**src/rtl/switch_hit_detector.sv**
```systemverilog
// Debounced switch bank. Qualified level changes are queued as sticky pending bits and
// presented one at a time, lowest channel first, through a valid/ready handshake.
module switch_hit_detector #(
    parameter int N_CH            = 8,
    parameter int DEBOUNCE_CYCLES = 4,
    parameter int IDX_W           = $clog2(N_CH)
) (
    input  logic             CLK100MHZ,
    input  logic             reset,
    input  logic [N_CH-1:0]  switches,
    input  logic [1:0]       mode,
    input  logic             hit_ready,
    output logic [N_CH-1:0]  level,
    output logic [N_CH-1:0]  hit_pulse,
    output logic             hit_valid,
    output logic [IDX_W-1:0] hit_index,
    output logic             hit_overrun
);

    localparam int CNT_W = $clog2(DEBOUNCE_CYCLES + 1);
    localparam logic [CNT_W-1:0] CNT_MAX = CNT_W'(DEBOUNCE_CYCLES);

    localparam logic ST_IDLE    = 1'b0;
    localparam logic ST_PRESENT = 1'b1;

    logic [N_CH-1:0]  sync1_q, sync2_q;
    logic [N_CH-1:0]  stable_q, stable_d;
    logic [CNT_W-1:0] cnt_q [N_CH];
    logic [CNT_W-1:0] cnt_d [N_CH];
    logic [1:0]       init_q;
    logic [N_CH-1:0]  evt_q, evt_d;
    logic [N_CH-1:0]  pulse_q;
    logic [N_CH-1:0]  pending_q, pending_d;
    logic [N_CH-1:0]  clr;
    logic             state_q, state_d;
    logic             valid_q, valid_d;
    logic [IDX_W-1:0] index_q, index_d;
    logic [IDX_W-1:0] low_idx;
    logic             overrun_q, overrun_d;
    logic             qual_rise, qual_fall;

    assign qual_rise = (mode == 2'b00) || (mode == 2'b01);
    assign qual_fall = (mode == 2'b00) || (mode == 2'b10);

    // Counter holds DEBOUNCE_CYCLES for one cycle before the stable level is committed.
    always_comb begin
        stable_d = stable_q;
        evt_d    = '0;
        for (int i = 0; i < N_CH; i++) begin
            cnt_d[i] = cnt_q[i];
        end
        if (init_q != 2'd0) begin
            stable_d = sync2_q;
            for (int i = 0; i < N_CH; i++) begin
                cnt_d[i] = '0;
            end
        end else begin
            for (int i = 0; i < N_CH; i++) begin
                if (sync2_q[i] == stable_q[i]) begin
                    cnt_d[i] = '0;
                end else if (cnt_q[i] == CNT_MAX) begin
                    stable_d[i] = sync2_q[i];
                    cnt_d[i]    = '0;
                    evt_d[i]    = sync2_q[i] ? qual_rise : qual_fall;
                end else begin
                    cnt_d[i] = cnt_q[i] + CNT_W'(1);
                end
            end
        end
    end

    always_comb begin
        low_idx = '0;
        for (int i = N_CH - 1; i >= 0; i--) begin
            if (pending_q[i]) low_idx = IDX_W'(i);
        end
    end

    always_comb begin
        clr       = '0;
        state_d   = state_q;
        valid_d   = valid_q;
        index_d   = index_q;
        if (state_q == ST_PRESENT && hit_ready) begin
            clr[index_q] = 1'b1;
        end
        // A new event landing on the channel being acknowledged re-arms it silently.
        pending_d = (pending_q & ~clr) | evt_q;
        overrun_d = |(evt_q & pending_q & ~clr);
        case (state_q)
            ST_IDLE: begin
                if (|pending_q) begin
                    index_d = low_idx;
                    valid_d = 1'b1;
                    state_d = ST_PRESENT;
                end
            end
            default: begin
                if (hit_ready) begin
                    valid_d = 1'b0;
                    state_d = ST_IDLE;
                end
            end
        endcase
    end

    always_ff @(posedge CLK100MHZ) begin
        if (reset) begin
            sync1_q   <= '0;
            sync2_q   <= '0;
            stable_q  <= '0;
            for (int i = 0; i < N_CH; i++) begin
                cnt_q[i] <= '0;
            end
            init_q    <= 2'd3;
            evt_q     <= '0;
            pulse_q   <= '0;
            pending_q <= '0;
            state_q   <= ST_IDLE;
            valid_q   <= 1'b0;
            index_q   <= '0;
            overrun_q <= 1'b0;
        end else begin
            sync1_q   <= switches;
            sync2_q   <= sync1_q;
            stable_q  <= stable_d;
            for (int i = 0; i < N_CH; i++) begin
                cnt_q[i] <= cnt_d[i];
            end
            if (init_q != 2'd0) init_q <= init_q - 2'd1;
            evt_q     <= evt_d;
            pulse_q   <= evt_q;
            pending_q <= pending_d;
            state_q   <= state_d;
            valid_q   <= valid_d;
            index_q   <= index_d;
            overrun_q <= overrun_d;
        end
    end

    assign level       = stable_q;
    assign hit_pulse   = pulse_q;
    assign hit_valid   = valid_q;
    assign hit_index   = index_q;
    assign hit_overrun = overrun_q;

endmodule

```
**config.mk**
```make
export PLATFORM = sky130hd
export DESIGN_NAME = switch_hit_detector
export DESIGN_NICKNAME = d
export VERILOG_FILES = /design/src/rtl/switch_hit_detector.sv
export SDC_FILE = /design/constraint.sdc
export NUM_CORES = 1
export LEC_CHECK = 0
export CELL_PAD_IN_SITES_DETAIL_PLACEMENT = 1
export CELL_PAD_IN_SITES_GLOBAL_PLACEMENT = 2
export CORE_UTILIZATION = 32
export CTS_BUF_LIST = sky130_fd_sc_hd__clkbuf_4
export DETAILED_ROUTE_END_ITERATION = 6
export PLACE_DENSITY_LB_ADDON = 0.1
export SLEW_MARGIN = 10
export SYNTH_ARGS = -nofsm -noshare
export SYNTH_HDL_FRONTEND = slang
export SYNTH_SLANG_ARGS = --single-unit
```
**constraint.sdc**
```tcl
create_clock -name CLK100MHZ -period 1.3 [get_ports CLK100MHZ]
set_clock_uncertainty 0.15 [all_clocks]
set_input_delay 0.26 -clock CLK100MHZ [delete_from_list [all_inputs] [get_ports CLK100MHZ]]
set_output_delay 0.26 -clock CLK100MHZ [all_outputs]
set_load 0.02 [all_outputs]
```
==> results by group <==
Outcome
  • Status: finished, violations left
  • Failing checks: negative setup slack

Die
  • Chip Width: 101 um
  • Die Footprint: 0.0101 mm^2
  • Vert. Die Dim: 101 um
  • FP Rows: 35
  • Ports: 34
  • Core box area: 0.00933 mm^2
  • Initial Utilization: 33.4%

Worst hold path
  • Worst hold endpoint: hit_index[1]$_SDFFE_PP0P_
  • Hold Crit Class: in -> reg
  • Hold_sp: reset
  • Hold depth: 3

Synthesis
  • Synth top area share: 51.4%
  • Post-Syn Instances: 350
  • Yosys warnings: 0
  • Mapped Area: 0.00312 mm^2
  • Top FF cell, synth: dfxtp_1
  • Seq cells post-synth: 80
  • Syn Nets: 380
  • Yosys top cell by area: dfxtp_1
  • Synth top area cells: dfxtp_1, ha_1, nor2_1, nor2b_1, a21oi_1
  • Post-synthesis sequential area ratio: 51.4%
  • Netlist cell types: 33
  • Post-synth EDFFs: 0
  • Syn_area_per_cell: 8.91 um^2
  • Synth async-reset ratio: 0%

Critical path
  • R2R depth: 5
  • R2R setup slack: -0.09 ns
  • Reg-to-Reg Start: hit_index[1]$_SDFFE_PP0P_
  • WP data required: 1.44 ns
  • Crit path DAT: 1.53 ns
  • Top cell by count, worst path: and3_4
  • Setup crit end kind: register
  • Max incr delay on CP: 0.39 ns
  • Crit Path Max Fanout: 4
  • Startpoint types: register
  • Crit path kind: reg -> reg
  • Crit-path cells: and3_4 > nand3_4 > and3_4 > a31oi_2 > a41oi_1
  • Worst path slowest cell: dfxtp_4
  • Worst R2R End: hit_overrun$_SDFF_PP0_

Clock network
  • CTS root buf: clkbuf_4
  • Worst skew pair latency: 0.42 ns
  • Clock tree buffer depth: 2
  • CTS tree: yes
  • Clock slew at reported path FFs: 0.13 ns
  • H-tree Lvls: 3
  • Number of hold buffers added after cts: 0
  • Clock sinks: 80
  • CTS buffer count: 9

Drt
  • 1st-pass router iterations: 4
  • Final wirelength: 7170 um
  • Post-DRT Antenna Nets: 0
  • DRC Markers: 0
  • Starting DRC count in detailed routing: 60
  • Wirelength per Cell: 12.7 um
  • Vias: 2542
  • Vias per inst: 4.50

Pwr
  • Total power: 4550 uW
  • Cell Pwr Density: 1020 mW/mm^2
  • Worst IR Drop VDD: 0.406 mV
  • Static Leak: 0.00172 uW

GRT
  • Vias in the first global route: 2524
  • All-Layer GR Usage: 15.4%
  • Grt ovf: 0
  • First-pass GRT wire length: 11900 um
  • Largest net degree at the start of global routing: 23
  • Initial antenna violation count: 0

Timing
  • FMAX: 721 MHz
  • Fin crit share: 107%
  • Fin. max-slew vios: 0
  • Worst slew margin: 74.9%
  • Worst hold margin: 0.141 ns
  • Fin. Hold Viols: 0
  • RSZ-0062 raised after global routing: true
  • Worst slew pin tran: 0.371 ns
  • Setup ws final: -0.0868 ns
  • Final Setup Violations: 8
  • Final min period: 1.39 ns

Finish
  • # diodes: 0
  • Fin nets: 462
  • Share of post-route cells with drive strength above 1: 39.2%
  • Area Overhead vs Synth: 42.9%
  • Core Util, Final: 47.8%

Placement
  • Dpl hpwl: 5150 um
  • Pre-CTS setup slack: -0.502 ns
  • Final GP Congestion: 0.817
  • Number of port buffers: 33

Run
  • Max-capacitance violation count: 0
[worst max-delay path by stage]
stage / start / endpoint / slack (ns) / cells after the start
floorplan: hit_index[0]$_SDFFE_PP0P_ / hit_overrun$_SDFF_PP0_ / -0.02 / 5
global placement: hit_ready / hit_overrun$_SDFF_PP0_ / -0.48 / 6
detailed placement: hit_ready / hit_overrun$_SDFF_PP0_ / -0.50 / 6
CTS: hit_index[2]$_SDFFE_PP0P_ / hit_index[2] / -0.09 / 1
global route: state_q$_SDFF_PP0_ / hit_overrun$_SDFF_PP0_ / -0.15 / 6
finish: hit_index[1]$_SDFFE_PP0P_ / hit_overrun$_SDFF_PP0_ / -0.09 / 5
[where the power goes]
part / internal (uW) / switching, uW / total (uW)
sequential: 2500 / 31.0 / 2530
combinational: 223 / 198 / 421
clock: 778 / 821 / 1600
total: 3500 / 1050 / 4550
[sequential cells by signal, summed over array words and instances (netlist names)]
signal and flops:
sync1_q 8, hit_index 3, init_q 2, level 8, sync2_q 8, hit_valid 1, hit_overrun 1, evt_q 8
hit_pulse 8, state_q 1, pending_q 8, cnt_q 24
[kinds of logic (layout without fill, tap and decap cells)]
family	count (synthesis)	in the layout	share of synthesized area, %
and+or+nand+nor	159	159	25.0
DFF	80	80	51.4
buffers and inverters	39	125	5.14
AOI/OAI and AO/OA	37	37	6.58
adders and majority gates	17	17	6.82
xor gates and xnor gates	17	17	4.78
muxes	1	1	0.321
[per-stage QoR]
stage	setup TNS [ns]	instances	cell area, um^2
5_1_grt	-2.77	565	4450
2_1_floorplan	-0.0161	350	3190
6_report	-0.426	565	4450
3_5_place_dp	-6.22	545	3970
4_1_cts	-0.754	562	4230
3_3_place_gp	-5.52	545	3970
[critical path, delay by kind of cell (launching register included)]
family             cells  cell delay (ns)
AOI/OAI and AO/OA      2             0.26
DFF                    1             0.39
and+or+nand+nor        3             0.47
[cell usage in the layout, fill, tap and decap left out, types with 16 or more instances in the layout]
cell type   n
nand2_1    21
nor2b_1    24
dfxtp_1    52
a21oi_1    21
ha_1       16
inv_1      26
dfxtp_2    24
buf_6      22
buf_4      45
nor2_1     32
[layout make-up]
type | count | area (um^2)
Clock inverter | 5 | 72.6
Timing Repair Buffer | 82 | 756
Fill cell | 1068 | 4870
Inverter | 28 | 105
Multi-Input combinational cell | 231 | 1640
Clock buffer | 10 | 75.1
Sequential cell | 80 | 1650
Tap cell | 129 | 161
[Yosys cell counts, types with 2 or more instances]
| master | number |
|---|---|
| nand2b_1 | 2 |
| xnor2_1 | 8 |
| a21oi_1 | 30 |
| buf_2 | 2 |
| nor2_1 | 47 |
| nor3b_1 | 8 |
| xor2_1 | 9 |
| nand2_1 | 34 |
| nor3_1 | 10 |
| inv_1 | 28 |
| nor2b_1 | 26 |
| nand3_1 | 22 |
| clkbuf_1 | 7 |
| ha_1 | 17 |
| o21a_1 | 2 |
| dfxtp_1 | 80 |
| nor4_1 | 2 |
[metal layers]
metal,GRT usage (%),wire (um),vias up
met2,25.5,3500,29
li1,-,-,1293
met3,3.95,198,10
met4,5.02,108,0
met5,0,0,-
met1,19.5,3370,1210
[repair_timing]
action,in CTS,in global routing
setup endpoints to repair,53,67
pin swaps,8,17
resized for setup,155,58
setup buffers,3,4
Power figures use the tool's default switching activity.
